## config.mk

```make
export PLATFORM = sky130hd
export DESIGN_NAME = jtag_vdr_bank
export DESIGN_NICKNAME = d
export VERILOG_FILES = /design/src/rtl/jtag_vdr_bank.sv
export SDC_FILE = /design/constraint.sdc
export NUM_CORES = 1
export LEC_CHECK = 0
export CORE_AREA = 2 2 97 71
export CTS_BUF_LIST = sky130_fd_sc_hd__clkbuf_8
export DETAILED_ROUTE_END_ITERATION = 12
export DIE_AREA = 0 0 99 73
export PLACE_DENSITY = 0.8
export REMOVE_ABC_BUFFERS = 1
export SLEW_MARGIN = 20
export SYNTH_ARGS = -nofsm -noshare
export SYNTH_HDL_FRONTEND = slang
export SYNTH_SLANG_ARGS = --single-unit
```

## constraint.sdc

```tcl
create_clock -name tckutap -period 1.8 [get_ports tckutap]
set_input_delay 0.18 -clock tckutap [delete_from_list [all_inputs] [get_ports tckutap]]
set_output_delay 0.18 -clock tckutap [all_outputs]
set_load 0.01 [all_outputs]
```

## src/rtl/jtag_vdr_bank.sv

```systemverilog
// rtl/jtag_vdr_bank.sv - JTAG user-TAP tracker with VIR-selected bank of virtual data registers (option: JTAG_VDR_UPDATE_FLAG_EN)
module jtag_vdr_bank #(
  parameter int                NUM_CHANNELS = 4,
  parameter int                DR_WIDTH     = 8,
  parameter int                VIR_WIDTH    = 5,
  parameter int                IR_WIDTH     = 10,
  parameter logic [IR_WIDTH-1:0] IR_USER0   = 10'h00c,
  parameter logic [IR_WIDTH-1:0] IR_USER1   = 10'h00e
) (
  input  logic                             tckutap,
  input  logic                             reset,
  input  logic                             tmsutap,
  input  logic                             tdiutap,
  output logic                             tdouser,
  input  logic [NUM_CHANNELS*DR_WIDTH-1:0] cap_data,
  output logic [DR_WIDTH-1:0]              upd_data,
  output logic [NUM_CHANNELS-1:0]          upd_valid,
  output logic [VIR_WIDTH-1:0]             vir_sel
);

  // A single-channel bank still needs one select bit so that VIR=1 is rejected.
  localparam int CH_W = (NUM_CHANNELS > 1) ? $clog2(NUM_CHANNELS) : 1;

  typedef enum logic [3:0] {
    TLR, RTI, SEL_DR, CAP_DR, SHIFT_DR, EXIT1_DR, PAUSE_DR, EXIT2_DR, UPD_DR,
    SEL_IR, CAP_IR, SHIFT_IR, EXIT1_IR, PAUSE_IR, EXIT2_IR, UPD_IR
  } tap_state_t;

  tap_state_t            state, next_state;
  logic [IR_WIDTH-1:0]   ir, ir_sr;
  logic [VIR_WIDTH-1:0]  vir_sr, vir_cap;
  logic [DR_WIDTH-1:0]   dr_sr, cap_sel;
  logic [CH_W-1:0]       ch;
  logic                  ch_valid;
  logic                  is_user0, is_user1;

  assign is_user0 = (ir == IR_USER0);
  assign is_user1 = (ir == IR_USER1);
  assign ch       = vir_sel[CH_W-1:0];
  assign ch_valid = (vir_sel[VIR_WIDTH-1:CH_W] == '0) && (32'(ch) < 32'(NUM_CHANNELS));

  // TAP state register
  always_ff @(posedge tckutap or posedge reset) begin
    if (reset) state <= TLR;
    else       state <= next_state;
  end

  // IEEE 1149.1 next-state decode
  always_comb begin
    next_state = state;
    case (state)
      TLR:      next_state = tmsutap ? TLR      : RTI;
      RTI:      next_state = tmsutap ? SEL_DR   : RTI;
      SEL_DR:   next_state = tmsutap ? SEL_IR   : CAP_DR;
      CAP_DR:   next_state = tmsutap ? EXIT1_DR : SHIFT_DR;
      SHIFT_DR: next_state = tmsutap ? EXIT1_DR : SHIFT_DR;
      EXIT1_DR: next_state = tmsutap ? UPD_DR   : PAUSE_DR;
      PAUSE_DR: next_state = tmsutap ? EXIT2_DR : PAUSE_DR;
      EXIT2_DR: next_state = tmsutap ? UPD_DR   : SHIFT_DR;
      UPD_DR:   next_state = tmsutap ? SEL_DR   : RTI;
      SEL_IR:   next_state = tmsutap ? TLR      : CAP_IR;
      CAP_IR:   next_state = tmsutap ? EXIT1_IR : SHIFT_IR;
      SHIFT_IR: next_state = tmsutap ? EXIT1_IR : SHIFT_IR;
      EXIT1_IR: next_state = tmsutap ? UPD_IR   : PAUSE_IR;
      PAUSE_IR: next_state = tmsutap ? EXIT2_IR : PAUSE_IR;
      EXIT2_IR: next_state = tmsutap ? UPD_IR   : SHIFT_IR;
      UPD_IR:   next_state = tmsutap ? SEL_DR   : RTI;
      default:  next_state = TLR;
    endcase
  end

  // Instruction register: shift LSB-first, latch on Update-IR, clear on entering Test-Logic-Reset
  always_ff @(posedge tckutap or posedge reset) begin
    if (reset) begin
      ir    <= '0;
      ir_sr <= '0;
    end else begin
      case (state)
        CAP_IR:   ir_sr <= IR_WIDTH'(1);
        SHIFT_IR: ir_sr <= {tdiutap, ir_sr[IR_WIDTH-1:1]};
        UPD_IR:   ir    <= ir_sr;
        default:  ;
      endcase
      if (next_state == TLR) ir <= '0;
    end
  end

`ifdef JTAG_VDR_UPDATE_FLAG_EN
  logic upd_flag;

  // Sticky "something was updated" flag, reported in the VIR MSB and cleared by reading it
  always_ff @(posedge tckutap or posedge reset) begin
    if (reset) upd_flag <= 1'b0;
    else       upd_flag <= (((state == CAP_DR) && is_user1) ? 1'b0 : upd_flag) | (|upd_valid);
  end

  assign vir_cap = {upd_flag, vir_sel[VIR_WIDTH-2:0]};
`else
  assign vir_cap = vir_sel;
`endif

  // VIR chain, active while IR holds USER1
  always_ff @(posedge tckutap or posedge reset) begin
    if (reset) begin
      vir_sr  <= '0;
      vir_sel <= '0;
    end else if (is_user1) begin
      case (state)
        CAP_DR:   vir_sr  <= vir_cap;
        SHIFT_DR: vir_sr  <= {tdiutap, vir_sr[VIR_WIDTH-1:1]};
        UPD_DR:   vir_sel <= vir_sr;
        default:  ;
      endcase
    end
  end

  // Capture mux: selected channel's input, zero for an out-of-range select
  always_comb begin
    cap_sel = '0;
    for (int k = 0; k < NUM_CHANNELS; k++) begin
      if (ch_valid && (ch == CH_W'(k))) cap_sel = cap_data[k*DR_WIDTH +: DR_WIDTH];
    end
  end

  // Data chain and registered update pulse, active while IR holds USER0
  always_ff @(posedge tckutap or posedge reset) begin
    if (reset) begin
      dr_sr     <= '0;
      upd_data  <= '0;
      upd_valid <= '0;
    end else begin
      upd_valid <= '0;
      if (is_user0) begin
        case (state)
          CAP_DR:   dr_sr <= cap_sel;
          SHIFT_DR: dr_sr <= {tdiutap, dr_sr[DR_WIDTH-1:1]};
          UPD_DR: begin
            if (ch_valid) begin
              upd_data <= dr_sr;
              for (int k = 0; k < NUM_CHANNELS; k++) upd_valid[k] <= (ch == CH_W'(k));
            end
          end
          default: ;
        endcase
      end
    end
  end

  // TDO launched on the falling edge from whichever chain the IR selects
  always_ff @(negedge tckutap or posedge reset) begin
    if (reset)         tdouser <= 1'b0;
    else if (is_user1) tdouser <= vir_sr[0];
    else if (is_user0) tdouser <= dr_sr[0];
    else               tdouser <= 1'b0;
  end

endmodule

```

==> flow_metrics.py, run 1 <==
metrics = {
    "final_layout": {
        "final_core_util_pct": 57.5,
        "area_growth_pct": 33.1,
        "nets": 334,
        "antenna_cells": 0,
        "layout-drive-gt1-share_pct": 29.4,
    },
    "clock_network": {
        "clockBufferDepth": 2,
        "cts_buffers": 5,
        "root_buffer": "clkbuf_8",
        "clk_latency_ns": 0.31,
        "cts_tree": "built",
        "clkSlewWorstSetupHoldPaths_ns": 0.09,
        "clock_sinks": 55,
        "cts_hold_buf": 0,
        "htree_levels": 2,
    },
    "timing": {
        "slew_viol_final": 0,
        "worst_slack_ns": -0.114,
        "fin_crit_ns": 1.91,
        "finalHoldViolations": 0,
        "rsz0062_at_grt": "yes",
        "fin_worst_skew_ns": 0.0113,
        "setup_viol": 28,
        "fmax_ghz": 0.523,
        "finalCritPeriodShare_pct": 106,
        "maxSlewHeadroom_pct": 54.7,
        "tightest_slew_ns": 0.679,
    },
    "place": {
        "place_congestion": 0.780,
        "hpwl_um": 4670,
        "port_buffers": 53,
    },
    "route": {
        "drt-total-wl_um": 6380,
        "wl_per_cell_um": 16.8,
        "drtIter0Drc": 175,
        "routed_via_density": 5.48,
        "ant_nets": 0,
        "firstDrtPassIters": 4,
        "dr_total_vias": 2084,
        "drc": 0,
    },
    "power_and_ir_drop": {
        "pwr-share-seq_pct": 41.8,
        "intPower_uw": 2250,
        "switching_share_pct": 35.6,
        "p_sw_uw": 1240,
        "p_comb_share_pct": 38.6,
        "leakage_uw": 0.00176,
        "power_uw": 3490,
        "peakVddDrop_mv": 0.459,
        "power_density_mw_per_mm2": 947,
        "pwr-share-clk_pct": 19.6,
    },
    "synthesis": {
        "muxShareOfSynthArea_pct": 24.2,
        "synth_simple_gate_area_share_pct": 11.3,
        "synth-compound-area-share_pct": 10.6,
        "syn_area_per_cell_um2": 12.2,
        "syn_inst": 227,
        "synth_seq_area_share_pct": 49.7,
        "synth_area_mm2": 0.00277,
        "ys_types": 38,
        "synth_top_family_by_area": "multiplexers",
        "synth_adder_area_share_pct": 0,
        "yosysWarnings": 0,
        "ys_ff_latch": 55,
        "synth_edf_count": 0,
        "ys.flop_type": "dfrtp_1",
        "synth_xor_xnor_area_share_pct": 0.316,
        "async_flop_share_pct": 100,
    },
    "global_route": {
        "overflow": 0,
        "grt_pass1_wl_um": 10200,
        "grt_pass1_vias": 2001,
        "grt_max_degree": 55,
        "grt_util_all_layers_pct": 18.1,
        "antenna_found_initial": 0,
    },
    "die": {
        "die_w_um": 99,
        "dieArea_mm2": 0.00723,
        "initial_core_util_pct": 43.2,
        "std_cell_rows": 25,
        "die_y_um": 73,
        "core_area_mm2": 0.00641,
        "ioPinCount": 54,
    },
    "setup_path": {
        "crit_path_start_kind": "register",
        "critPathKind": "reg2reg",
        "worstPathArrival_ns": 2.10,
        "worst-path-buf-inv": 2,
        "cp_max_fo": 5,
        "cp_slowest_stage_delay_ns": 0.39,
        "cpLargestDelayFamily": "simple AND/OR/NAND/NOR gates",
        "cp.required_ns": 1.99,
        "endpoint_kind": "register",
        "cp_slowest_cell": "dfrtp_1",
        "r2r_slack_ns": -0.11,
        "path_cells": "nor4b_2 -> nand4_2 -> buf_4 -> nor3_2 -> buf_4 -> mux2_2",
        "cp_common_cell": "buf_4",
    },
    "worst_hold_path": {
        "hp-class": "in2async",
    },
    "run": {
        "cap_violations": 0,
    },
    "status": {
        "violations": "setup timing",
        "outcome": "finished, violations left",
    },
}
[area by class of cell]
| cell class | instances | area (µm²) |
|---|---|---|
| multi-input cells | 146 | 1300 |
| clock buffers | 6 | 82.6 |
| fillers | 524 | 2730 |
| clock inverters | 2 | 8.76 |
| flip-flops and latches | 55 | 1380 |
| well taps | 81 | 101 |
| repair buffers | 82 | 786 |
| inverters | 8 | 30.0 |
[registers in the layout, indices dropped and copies added (netlist names)]
name / count
upd_valid: 4
ir_sr: 10
tdouser: 1
dr_sr: 8
upd_data: 8
vir_sr: 5
ir: 10
vir_sel: 5
state: 4
[metrics by stage]
step                      setup WS [ns]  TNS (ns)  instance area (µm²)  instances  hold WS (ns)
after global placement           -0.174     -1.31                 3540        369         0.468
after CTS                        -0.116     -2.44                 3650        378         0.477
after floorplan                  -0.522     -9.04                 2690        209         0.325
final                            -0.114     -2.37                 3680        380         0.449
after global routing             -0.157     -4.03                 3680        380         0.535
after detailed placement         -0.193     -2.40                 3540        369         0.497
[power groups by stage]
stage          combinational (µW)  sequential [µW]  clock (µW)
4_1_cts                      1310             1460         708
2_1_floorplan                 612             1540           0
3_5_place_dp                 1300             1480           0
5_1_grt                      1460             1480         757
3_3_place_gp                 1250             1470           0
6_report                     1350             1460         682
[cell usage after synthesis, types with 4 or more instances]
cell	instances	area, µm²
o21ai_0	11	55.1
inv_1	8	30.0
mux2_2	23	259
dfrtp_1	54	1350
buf_2	4	20.0
nor2_1	9	33.8
mux4_2	8	180
mux2_4	8	120
clkbuf_1	12	45.0
a41oi_1	10	87.6
mux2i_1	11	110
nand2_1	23	86.3
a22o_1	8	70.1
[tightest hold or removal path, delay by kind of cell]
family,cells,cell delay (ns)
buffers and inverters,3,1.07
[cell families (layout without fill, tap and decap cells)]
kind of cell	after synthesis	after routing
AND/OR/NAND/NOR	55	55
AO/OA/AOI/OAI	40	40
multiplexers	50	50
flip-flops	55	55
XOR/XNOR	1	1
buffers and inverters	26	98
[what timing repair did]
item                                    CTS  global route
gates resized for setup                   7             6
endpoints found under the setup margin   28            44
buffers inserted                          1             2
pin swaps                                 3             1
[routing by layer]
layer  up-vias  GRT usage (%)  share of wire, %
li1        972              -                 -
met1      1073           27.3                49
met2        31           27.0                47
met3         8           3.26               3.4
met4         0           5.33               1.4
met5         -              0                 0
[final timing paths]
kind | from | end | depth (start not counted)
setup / recovery | ir[5]$_DFFE_PP0P_ | vir_sel[0]$_DFFE_PP0P_ | 6
hold / removal | reset | vir_sr[3]$_DFFE_PP0P_ | 3
setup reg to reg | ir[5]$_DFFE_PP0P_ | vir_sel[0]$_DFFE_PP0P_ | 6
hold reg to reg | upd_data[4]$_DFFE_PP0P_ | upd_data[4]$_DFFE_PP0P_ | 1
max in group asynchronous | reset | tdouser$_DFF_NP0_ | 2
min in group tckutap | upd_data[4]$_DFFE_PP0P_ | upd_data[4]$_DFFE_PP0P_ | 1
[layout by cell type, fill, tap and decap left out, types with 3 or more instances in the layout]
cell type	netlist	routed
nor2_1	9	8
o21ai_0	11	10
clkbuf_8	0	6
a21oi_1	3	3
mux4_2	8	8
inv_1	8	8
nand2_1	23	22
mux2i_1	11	11
a22o_1	8	8
buf_4	1	24
mux2_4	8	8
buf_6	0	4
and3b_1	3	3
clkdlybuf4s50_1	0	52
and3_1	3	3
mux2_2	23	23
a41oi_1	10	10
dfrtp_1	54	54
nor2b_1	3	3
No activity file was read; power rests on OpenSTA's default activity.
==> inputs of run 2 (changes only) <==
Settings changed: CORE_AREA 2 2 97 71 to 2 2 118 86, DIE_AREA 0 0 99 73 to 0 0 120 88, PLACE_DENSITY 0.8 to 0.59.
==> run 2 against run 1 <==
The flow still finishes with violations (setup timing). Worst setup slack improved by 0.017 ns. Core utilization fell by 18 points. Via count fell by 3.3%. Power fell by 1.2%. Clock skew rose by 0.0018 ns. Critical path depth fell by 1. Wire length rose by 2.0%. First-iteration DRC count fell by 35%. Die area rose by 46%. Worst hold slack improved by 0.019 ns. Sequential cell count did not move. Critical endpoint is now dr_sr[4]$_DFFE_PP0P_. Largest power group unchanged. Highest routed layer unchanged.
==> flow_metrics.py, run 2 (synthesis gave the netlist of run 1 again) <==
metrics = {
    "global_route": {
        "grt_pass1_wl_um": 10700,
        "grt_pass1_vias": 2045,
        "antenna_found_initial": 0,
        "grt_util_all_layers_pct": 12.8,
        "grt_max_degree": 55,
        "overflow": 0,
    },
    "status": {
        "violations": "setup timing",
        "outcome": "finished, violations left",
    },
    "final_layout": {
        "top_regs": "ir: 10 flops, ir_sr: 10 flops",
        "final_cell_mix": "dfrtp_1 (54), clkdlybuf4s50_1 (52), buf_4 (25)",
        "multi_input_area_mm2": 0.00132,
        "antenna_cells": 0,
        "seq_area_mm2": 0.00138,
        "area_growth_pct": 35.0,
        "num-fill-cells": 929,
        "layout_commonest_cell": "dfrtp_1",
        "layout-drive-gt1-share_pct": 29.0,
        "nets": 333,
        "final_area_mm2": 0.00374,
    },
    "setup_path": {
        "cp_slowest_cell": "or4_4",
        "crit_path_start_kind": "register",
        "endpoint_kind": "register",
        "cpLargestDelayFamily": "simple AND/OR/NAND/NOR gates",
        "cp_slowest_stage_delay_ns": 0.45,
        "critPathKind": "reg2reg",
        "cp.required_ns": 1.99,
        "path_cells": "nor4b_4 -> nand4_2 -> or4_4 -> buf_6 -> mux2_4",
        "reg2reg_from": "ir[5]$_DFFE_PP0P_",
        "crit_path_start": "ir[5]$_DFFE_PP0P_",
        "worst-path-buf-inv": 1,
        "cp_max_fo": 8,
        "worstPathArrival_ns": 2.09,
    },
    "clock_network": {
        "clk_latency_ns": 0.31,
        "cts_buffers": 5,
        "htree_levels": 2,
        "clkSlewWorstSetupHoldPaths_ns": 0.10,
        "root_buffer": "clkbuf_8",
        "post-cts-setup-buffer-count": 0,
        "clock_sinks": 55,
        "cts_tree": "built",
        "clockBufferDepth": 2,
        "cts_hold_buf": 0,
    },
    "route": {
        "dr_total_vias": 2015,
        "drtIter0Drc": 114,
        "wl_met1_um": 3350,
        "highest_layer": "met4",
        "drc": 0,
        "wl_per_cell_um": 15.3,
        "routed_via_density": 4.74,
        "drt-total-wl_um": 6500,
        "wl_met3_um": 142,
        "wl_met2_um": 2970,
        "ant_nets": 0,
        "firstDrtPassIters": 4,
    },
    "run": {
        "cap_violations": 0,
    },
    "timing": {
        "setup_viol": 28,
        "slew_viol_final": 0,
        "fmax_ghz": 0.527,
        "fin_worst_skew_ns": 0.0131,
        "maxSlewHeadroom_pct": 54.0,
        "worst_slack_ns": -0.0969,
        "tightest_slew_ns": 0.690,
        "finalCritPeriodShare_pct": 105,
        "hold_ws_ns": 0.468,
        "finalHoldViolations": 0,
        "fin_crit_ns": 1.90,
        "rsz0062_at_grt": "yes",
    },
    "die": {
        "dieArea_mm2": 0.0106,
        "std_cell_rows": 30,
        "initial_core_util_pct": 29.4,
        "die_w_um": 120,
        "die_y_um": 88,
        "core_area_mm2": 0.00942,
        "ioPinCount": 54,
    },
    "place": {
        "port_buffers": 53,
        "hpwl_um": 4790,
        "placed_cell_area_mm2": 0.00362,
        "place_congestion": 0.715,
    },
    "power_and_ir_drop": {
        "leakage_uw": 0.00175,
        "peakVddDrop_mv": 0.383,
        "power_density_mw_per_mm2": 922,
    },
    "worst_hold_path": {
        "hp-class": "in2async",
    },
}
[run 2: cell count changes in the layout (fill, tap and decap cells not counted), sizes merged]
cell / before / now
buf: 30 / 29
clkbuf: 6 / 5
clkinv: 1 / 2
inv: 9 / 8
[run 2: layout make-up]
cell class	count	share of cell area [%]
inverter	8	0.803
multi-input combinational	146	35.3
timing repair buffer	81	20.6
clock inverter	2	0.368
sequential	55	36.8
tap	128	4.28
clock buffer	5	1.84
[run 2: path summary, 6_finish.rpt]
kind                                          to  slack (ns)  depth (start not counted)
max                         dr_sr[4]$_DFFE_PP0P_        -0.1                          5
min in group tckutap        ir_sr[0]$_DFFE_PP0P_        0.50                          2
max in group asynchronous      tdouser$_DFF_NP0_        0.79                          2
min                        vir_sr[1]$_DFFE_PP0P_        0.47                          3
min reg2reg                 ir_sr[0]$_DFFE_PP0P_        0.50                          2
max reg2reg                 dr_sr[4]$_DFFE_PP0P_        -0.1                          5
[run 2: what timing repair did]
action | in CTS | in global routing
gates cloned | 0 | 0
endpoints found under the setup margin | 28 | 30
resized for setup | 8 | 4
pin swaps | 3 | 1
[run 2: tightest hold or removal path, stage by stage]
cell	delay, ns
clkdlybuf4s50_1	0.43
inv_2	0.11
buf_4	0.56
[run 2: layer usage]
layer	vias to the layer above	track usage [%]
met5	-	0
met4	0	3.21
met3	5	2.54
met2	27	18.7
met1	1012	19.5
li1	971	-
[run 2: through the flow]
stage                     TNS [ns]  setup WS, ns  std cells  total power (µW)  util [%]
after floorplan              -9.04        -0.522        209              2150         -
after global placement       -1.60        -0.189        418              2750      38.4
after detailed placement     -1.64        -0.186        418              2780      38.4
after CTS                    -2.16        -0.112        425              3450      39.4
after global routing         -4.70        -0.201        425              3680      39.7
final                        -1.56       -0.0969        425              3450      39.7
[run 2: power by group]
group,leakage (µW),total (µW),internal (µW),switching [µW]
registers,0.000759,1470,1360,112
logic,0.000944,1310,572,741
clock network,0.0000440,665,267,398
==> variant (config.mk and constraints of run 1) <==
`DR_WIDTH`: 8 -> 9.
--- a/src/rtl/jtag_vdr_bank.sv
+++ b/src/rtl/jtag_vdr_bank.sv
@@ -1,7 +1,7 @@
 // rtl/jtag_vdr_bank.sv - JTAG user-TAP tracker with VIR-selected bank of virtual data registers (option: JTAG_VDR_UPDATE_FLAG_EN)
 module jtag_vdr_bank #(
   parameter int                NUM_CHANNELS = 4,
-  parameter int                DR_WIDTH     = 8,
+  parameter int                DR_WIDTH     = 9,
   parameter int                VIR_WIDTH    = 5,
   parameter int                IR_WIDTH     = 10,
   parameter logic [IR_WIDTH-1:0] IR_USER0   = 10'h00c,
Interface: changed (resized cap_data and upd_data); port bits go from 54 to 59. No check against the original RTL was run, so the function may have changed too.
==> variant against run 1 <==
The run still ends with negative setup slack left. Synthesized area rose by 4.0%. Non-clock buffer count rose by 10. Sequential share of layout area fell by 2.4 points. Routed wire length rose by 20%. Count of clock-buffer cells in the layout rose by 5. Cell area rose by 11%. Core utilization rose by 6.4 points. Worst setup slack got worse by 140 ps. Total power rose by 27%. First-iteration DRC count fell by 15%. Sequential cell count rose by 2.
==> variant: results (changes against run 1) <==
[route]
first_iter_violations=149  ; was 175
wl_met3_um=320  ; was 214 um
route.met2.wl_um=3720  ; was 2970 um

[power_and_ir_drop]
vdd_drop_max_v=0.000493  ; was 0.000459 V
leakage_nw=1.95  ; was 1.76 nW

[synth]
synth_compound_area_frac=0.105  ; was 0.106
synth_area_leaders=dfrtp_1 (49%), mux2_2 (9.4%), mux4_2 (7.0%)  ; was dfrtp_1 (49%), mux2_2 (9.4%), mux4_2 (6.5%)
syn-instance-count=233  ; was 227
synth_xor_area_frac=0.00304  ; was 0.00316
muxShareOfSynthArea=0.249  ; was 0.242
ys_seq_area_frac=0.495  ; was 0.497

[placed_design]
place.port_buffers=58  ; was 53
dp_hpwl_um=4940  ; was 4670 um
dp_slack_ps=-173  ; was -193 ps

[finish]
drive_gt1_frac=0.328  ; was 0.294
final-instance-count-excl-fill=404  ; was 380

[timing]
setup_viol_count_final=32  ; was 28
holdWs_ps=409  ; was 449 ps
fin_skew_ps=14.3  ; was 11.3 ps
tns_ps=-5160  ; was -2370 ps
fin_ws_ps=-250  ; was -114 ps

[run_status]
failed_checks=negative setup slack  ; unchanged
status=finished with violations  ; unchanged

[global_route]
grt_max_degree=57  ; was 55
grt_pass1_wl_um=11500  ; was 10200 um
grt_pass1_vias=2223  ; was 2001

[critical_path]
regToRegStartpoint=ir[6]  ; was ir[5]
cp.arrival_ps=2290  ; was 2100 ps

[cts]
cts_buffers=9  ; was 5

## variant: cell types whose count changed after synthesis, sizes merged
cell	delta
a22o	+1
clkbuf	+1
mux4	+1
buf	-1
mux2	+2
dfrtp	+2
## variant: power breakdown
part | switching [W] | total (W) | internal [W] | leakage (nW)
logic | 0.000783 | 0.00137 | 0.000589 | 1.04
clock network | 0.000535 | 0.00153 | 0.000992 | 0.131
registers | 0.000122 | 0.00153 | 0.00141 | 0.784
## variant: metal layers
metal	track usage	vias up
li1	-	1034
met1	0.302	1115
met2	0.311	61
met3	0.0450	11
met4	0.0837	0
met5	0	-
## variant: worst max-delay path by stage
stage,from,end,slack (ps),cells past startpoint
after floorplan,reset,tdouser,-580,1
after global placement,tdouser,tdouser,-170,1
after detailed placement,ir[4],upd_data[2],-170,6
after CTS,ir[6],upd_data[1],-160,6
after global routing,ir[6],upd_data[0],-300,6
final,ir[6],dr_sr[7],-250,6
## variant: kinds of logic (layout without fill, tap and decap cells)
kind of cell	Yosys count	after routing
AO/OA/AOI/OAI	41	41
XOR/XNOR	1	1
buffers and inverters	26	116
flip-flops	57	57
multiplexers	53	53
AND/OR/NAND/NOR	55	55
## variant: timing repair
item                                    in CTS  in global routing
resized for setup                           11                 18
cloned                                       0                  1
pin swaps                                    2                  3
endpoints found under the hold margin        0                  0
buffers inserted                             0                  4
endpoints found under the setup margin      31                 36
## variant: area by class of cell
cell class / instances / area [um^2]
clock inverter: 5 / 103
sequential: 57 / 1430
fill: 454 / 2320
inverter: 8 / 30.0
tap: 81 / 101
timing repair buffer: 92 / 866
clock buffer: 11 / 151
multi-input combinational: 150 / 1410
## variant: worst max-delay path: stages, from the launching register on
cell,delay (ps)
dfrtp_1,390
nor4b_2,300
nand4_2,180
buf_4,180
or4_4,430
buf_6,170
mux2_4,300
